### config.mk
export PLATFORM = sky130hd
export DESIGN_NAME = act_pwq_unit
export DESIGN_NICKNAME = d
export VERILOG_FILES = /design/src/rtl/act_pkg.sv /design/src/rtl/act_interval_sel.sv /design/src/rtl/act_pwq_unit.sv
export SDC_FILE = /design/constraint.sdc
export NUM_CORES = 1
export LEC_CHECK = 0
export CAP_MARGIN = 40
export CORE_UTILIZATION = 30
export DETAILED_ROUTE_END_ITERATION = 8
export SETUP_SLACK_MARGIN = 0.4
export SKIP_CTS_REPAIR_TIMING = 1
export SLEW_MARGIN = 20
export SYNTH_ARGS = -nofsm -noshare
export SYNTH_HDL_FRONTEND = slang
export SYNTH_SLANG_ARGS = --single-unit
### constraint.sdc
create_clock -name clk -period 12.3 [get_ports clk]
set_input_delay 2.46 -clock clk [delete_from_list [all_inputs] [get_ports clk]]
set_output_delay 2.46 -clock clk [all_outputs]
set_load 0.1 [all_outputs]
### src/rtl/act_pkg.sv
// Shared constants for the piecewise-quadratic activation unit: coefficients,
// breakpoints, FSM state and mode encodings.
package act_pkg;

  localparam int COEF_FRAC = 11;

  localparam int BP_NEG6 = -6;
  localparam int BP_NEG3 = -3;
  localparam int BP_ZERO = 0;
  localparam int BP_POS3 = 3;
  localparam int BP_POS6 = 6;

  // Q.11 coefficients, named by the lower breakpoint of their interval
  localparam int P0_N6 = 416;
  localparam int P1_N6 = 147;
  localparam int P2_N6 = 13;
  localparam int P0_N3 = 1028;
  localparam int P1_N3 = 558;
  localparam int P2_N3 = 83;
  localparam int P0_Z  = 1020;
  localparam int P1_Z  = 558;
  localparam int P2_Z  = -83;
  localparam int P0_P3 = 1632;
  localparam int P1_P3 = 147;
  localparam int P2_P3 = -13;

  typedef enum logic [2:0] {IDLE, SEL, MAC1, MAC2, DONE} state_t;
  typedef enum logic {MODE_SIGMOID = 1'b0, MODE_TANH = 1'b1} mode_t;

endpackage

### src/rtl/act_interval_sel.sv
// Maps the (possibly doubled) operand x' onto its interval's {p2, p1, p0},
// with coefficients rescaled from Q.11 to Q.QM.
module act_interval_sel #(
  parameter int QN = 6,
  parameter int QM = 11
) (
  input  logic signed [QN+QM:0] xp,
  output logic signed [QN+QM:0] p2,
  output logic signed [QN+QM:0] p1,
  output logic signed [QN+QM:0] p0
);
  import act_pkg::*;

  localparam int W = QN + QM + 1;

  function automatic logic signed [W-1:0] coef(input int c);
    return W'(c) <<< (QM - COEF_FRAC);
  endfunction

  function automatic logic signed [W-1:0] bp(input int b);
    return W'(b) <<< QM;
  endfunction

  // Outer intervals use zero slope so the same two MAC steps yield 0 or 1.0
  always_comb begin
    p2 = '0;
    p1 = '0;
    p0 = '0;
    if (xp < bp(BP_NEG6)) begin
      p0 = '0;
    end else if (xp < bp(BP_NEG3)) begin
      p2 = coef(P2_N6); p1 = coef(P1_N6); p0 = coef(P0_N6);
    end else if (xp < bp(BP_ZERO)) begin
      p2 = coef(P2_N3); p1 = coef(P1_N3); p0 = coef(P0_N3);
    end else if (xp < bp(BP_POS3)) begin
      p2 = coef(P2_Z); p1 = coef(P1_Z); p0 = coef(P0_Z);
    end else if (xp < bp(BP_POS6)) begin
      p2 = coef(P2_P3); p1 = coef(P1_P3); p0 = coef(P0_P3);
    end else begin
      p0 = coef(1 << COEF_FRAC);
    end
  end

endmodule

### src/rtl/act_pwq_unit.sv
// Piecewise-quadratic sigmoid/tanh evaluator with one shared multiplier.
// Define ACT_TANH_EN to honour the mode input (tanh); otherwise always sigmoid.
module act_pwq_unit #(
  parameter int QN = 6,
  parameter int QM = 11
) (
  input  logic            clk,
  input  logic            reset,
  input  logic            in_valid,
  output logic            in_ready,
  input  logic [QN+QM:0]  operand,
  input  logic            mode,
  output logic            out_valid,
  input  logic            out_ready,
  output logic [QN+QM:0]  result
);
  import act_pkg::*;

  localparam int W = QN + QM + 1;
  localparam logic signed [W+1:0] MAX_W = {3'b000, {(W-1){1'b1}}};
  localparam logic signed [W+1:0] MIN_W = {3'b111, {(W-1){1'b0}}};

  if (QN < 3) begin : g_qn_chk
    $error("act_pwq_unit: QN must be >= 3");
  end
  if (QM < 11) begin : g_qm_chk
    $error("act_pwq_unit: QM must be >= 11");
  end

  function automatic logic signed [W-1:0] sat_w(input logic signed [W+1:0] v);
    if (v > MAX_W) return MAX_W[W-1:0];
    if (v < MIN_W) return MIN_W[W-1:0];
    return v[W-1:0];
  endfunction

  state_t state, state_nxt;
  logic signed [W-1:0]   x_q, xp, t_q, result_q;
  logic signed [W-1:0]   p2_c, p1_c, p0_c, p2_q, p1_q, p0_q;
  logic signed [W-1:0]   mul_a, addend, mac_sat, y_final;
  logic signed [2*W-1:0] prod, shifted;
  logic signed [W:0]     sum;

`ifdef ACT_TANH_EN
  mode_t mode_q;
  logic signed [W+1:0] post;

  always_comb begin
    xp = x_q;
    if (mode_q == MODE_TANH) xp = sat_w({x_q[W-1], x_q, 1'b0});
  end

  // tanh(x) = 2*sigmoid(2x) - 1
  assign post = {mac_sat[W-1], mac_sat, 1'b0} - ((W+2)'(1) <<< QM);
  assign y_final = (mode_q == MODE_TANH) ? sat_w(post) : mac_sat;
`else
  logic mode_unused;
  assign mode_unused = mode;
  assign xp = x_q;
  assign y_final = mac_sat;
`endif

  act_interval_sel #(.QN(QN), .QM(QM)) u_sel (
    .xp (xp),
    .p2 (p2_c),
    .p1 (p1_c),
    .p0 (p0_c)
  );

  // Shared multiplier: p2*x' in MAC1, t*x' in MAC2
  assign mul_a   = (state == MAC1) ? p2_q : t_q;
  assign addend  = (state == MAC1) ? p1_q : p0_q;
  assign prod    = mul_a * xp;
  assign shifted = prod >>> QM;
  assign sum     = shifted[W:0] + {addend[W-1], addend};
  assign mac_sat = sat_w({sum[W], sum});

  always_comb begin
    state_nxt = state;
    in_ready  = 1'b0;
    out_valid = 1'b0;
    case (state)
      IDLE: begin
        in_ready = !reset;
        if (in_valid) state_nxt = SEL;
      end
      SEL:  state_nxt = MAC1;
      MAC1: state_nxt = MAC2;
      MAC2: state_nxt = DONE;
      DONE: begin
        out_valid = 1'b1;
        if (out_ready) state_nxt = IDLE;
      end
      default: state_nxt = IDLE;
    endcase
  end

  always_ff @(posedge clk) begin
    if (reset) begin
      state    <= IDLE;
      x_q      <= '0;
      p2_q     <= '0;
      p1_q     <= '0;
      p0_q     <= '0;
      t_q      <= '0;
      result_q <= '0;
`ifdef ACT_TANH_EN
      mode_q   <= MODE_SIGMOID;
`endif
    end else begin
      state <= state_nxt;
      case (state)
        IDLE: if (in_valid) begin
          x_q    <= operand;
`ifdef ACT_TANH_EN
          mode_q <= mode_t'(mode);
`endif
        end
        SEL: begin
          p2_q <= p2_c;
          p1_q <= p1_c;
          p0_q <= p0_c;
        end
        MAC1: t_q <= mac_sat;
        MAC2: result_q <= y_final;
        default: ;
      endcase
    end
  end

  assign result = result_q;

endmodule
==> impl_metrics.toml <==
[clocking]
htree_levels = 3
clockBufferDepth = 2
clock-root-buffer = "clkbuf_16"
cts.sinks = 66
numCtsBuffers = 9
clk_latency_ns = 0.34
clk_pin_slew_ns = 0.06
cts_tree = "done"

[logic_synthesis]
yosysWarnings = 0
synth_edf_count = 0
ys_ff_latch = 66
synthArstFlopShare_pct = 0
ys_seq_area_share_pct = 9.21
syn-num-nets = 2028
syn_avg_cell_area_um2 = 8.79
syn_area_um2 = 14400
synth_cells = 1633
synth_cell_types = 75
synthFlopType = "dfxtp_1"

[die]
row_count = 79
die_y_um = 221
die_w_um = 221
coreArea_um2 = 46900
ios = 43
die-area_um2 = 48700
initial_core_util_pct = 30.6

[layout]
diodes = 0
syn2layout_area_growth_pct = 13.1
final_common_cell = "inv_1"
final_cell_count_no_fill = 2262
nFillCells = 4878
nNetsFinal = 2045
final_cell_mix = "306 x inv_1, 276 x fa_1, 203 x nand2_1"
drive_above_1_share_pct = 6.59

[detailed_routing]
drcViolationCount = 0
first_pass_iters = 5
dr_total_vias = 10973
via_per_inst = 4.85
wire_per_inst_um = 15.9
finalWirelength_um = 36000
drt_iter0_markers = 611
ant_nets = 0

[global_routing]
grtUsageTotal_pct = 15.8
grt.overflow.total = 0
antenna_found_initial = 0
grt_pass1_wl_um = 61700
grt_max_degree = 72
grt_pass1_vias = 11853

[setup_path]
crit_start = "state[1]"
rr_worst_depth = 28
required_ns = 12.54
cpPeakStageDelay_ns = 0.77
critPathLaunchType = "register"
r2r-end = "t_q[7]"
critical_path_class = "register to register"
end_kind = "register"
cpMostUsedCell = "fa_1"
arrival_ns = 10.88
r2r_setup_slack_ns = 1.65
slowest_stage = "nor3b_2"
reg2reg_from = "state[1]"
cp_max_fo = 17

[sta]
worst_pin_slew_ns = 0.847
slew_viol_final = 0
fin_setup_tns_ns = 0
max_freq_mhz = 93.9
period_minus_slack_ns = 10.65
rsz0062_at_grt = "false"
relSlewSlack_pct = 43.3
setup_viol = 0
finalCritPeriodShare_pct = 86.6
finalClockSkew_ns = 0.0102
finalHoldViolations = 0

[worst_hold_path]
min_delay_path_depth = 2
worstHoldPathType = "register to register"
hp-start = "p0_q[5]"
hold_end = "p0_q[5]"

[run]
maxCapViolations = 0

[power]
leakagePower_nw = 7.80
p_per_area_nw_per_um2 = 81.9
max-vdd-ir-drop_mv = 0.0998

[status]
status = "complete, no violations"

[placed_design]
dp_cells = 2237
io_buffers = 41
hpwl_um = 29100
gp_congestion = 0.899
area by class of cell:
type                            count  area, um2  share of cell area, %
Sequential cell                    66       1320                   8.14
Tap cell                          607        759                   4.68
Multi-Input combinational cell   1179      11600                   71.2
Clock inverter                      7        100                  0.617
Inverter                          306       1150                   7.08
Timing Repair Buffer               88       1120                   6.93
Clock buffer                        9        225                   1.39
flip-flops by register name (all words and copies together), names as in the netlist:
name	flops
x_q	18
p1_q	2
t_q	18
result	18
state	3
p2_q	4
p0_q	3
worst max-delay path by stage:
| stage | endpoint | slack [ns] | cells after the start |
|---|---|---|---|
| finish | t_q[7] | 1.65 | 28 |
| global route | result[4] | 0.85 | 28 |
| CTS | t_q[7] | 1.74 | 28 |
| detailed placement | result[2] | 1.86 | 28 |
| global placement | result[3] | 1.86 | 29 |
| floorplan | result[14] | 3.40 | 34 |
report_power, final:
part / internal (mW) / total, mW / switching [mW] / leakage (nW)
logic: 0.286 / 0.784 / 0.498 / 7.11
registers: 0.233 / 0.263 / 0.0306 / 0.538
clock network: 0.179 / 0.283 / 0.103 / 0.160
total: 0.698 / 1.33 / 0.632 / 7.80
worst max-delay path: cells and delay by family (launching register included):
kind | cells | cell delay (ns)
buf+inv | 2 | 0.33
fa+ha+maj | 8 | 3.81
xor+xnor | 1 | 0.18
compound gates | 9 | 2.65
flops | 1 | 0.53
simple gates | 8 | 3.02
metal layers:
metal  GRT usage [%]  wire length, um  vias to the layer above
li1                -                -                     5105
met1            22.2            16700                     5630
met2            26.6            17700                      208
met3           0.921             1180                       30
met4            3.49              525                        0
met5               0                0                        -
Yosys cell counts, drive strengths merged (19+ instances only):
cell type,count,area (um2)
fa,276,5530
inv,306,1150
xnor2,33,345
and2,174,1090
a21o,34,264
a21oi,60,300
xor2,19,174
nor2,75,284
dfxtp,66,1320
o21ai,25,125
a211oi,42,395
ha,96,1200
nand2,205,774
clkbuf,68,255
cell families (layout without fill, tap and decap cells):
group | Yosys count | after routing | synth area share, %
mux | 4 | 4 | 0.314
fa+ha+maj | 372 | 372 | 46.9
compound gates | 219 | 219 | 11.0
buf+inv | 388 | 410 | 10.4
xor+xnor | 52 | 52 | 3.62
simple gates | 532 | 532 | 18.6
flops | 66 | 66 | 9.21
through the flow:
stage	total power [mW]	hold slack [ns]	instance area, um2	utilization [%]	worst slack [ns]
after floorplan	0.796	0.432	14400	-	3.40
final	1.33	0.456	16200	34.6	1.65
after global routing	1.43	0.484	16200	34.6	0.853
after global placement	0.999	0.445	15300	32.6	1.86
after detailed placement	1.04	0.445	15800	33.7	1.86
after CTS	1.33	0.453	16100	34.4	1.74
(Power assumes the default switching activity.)
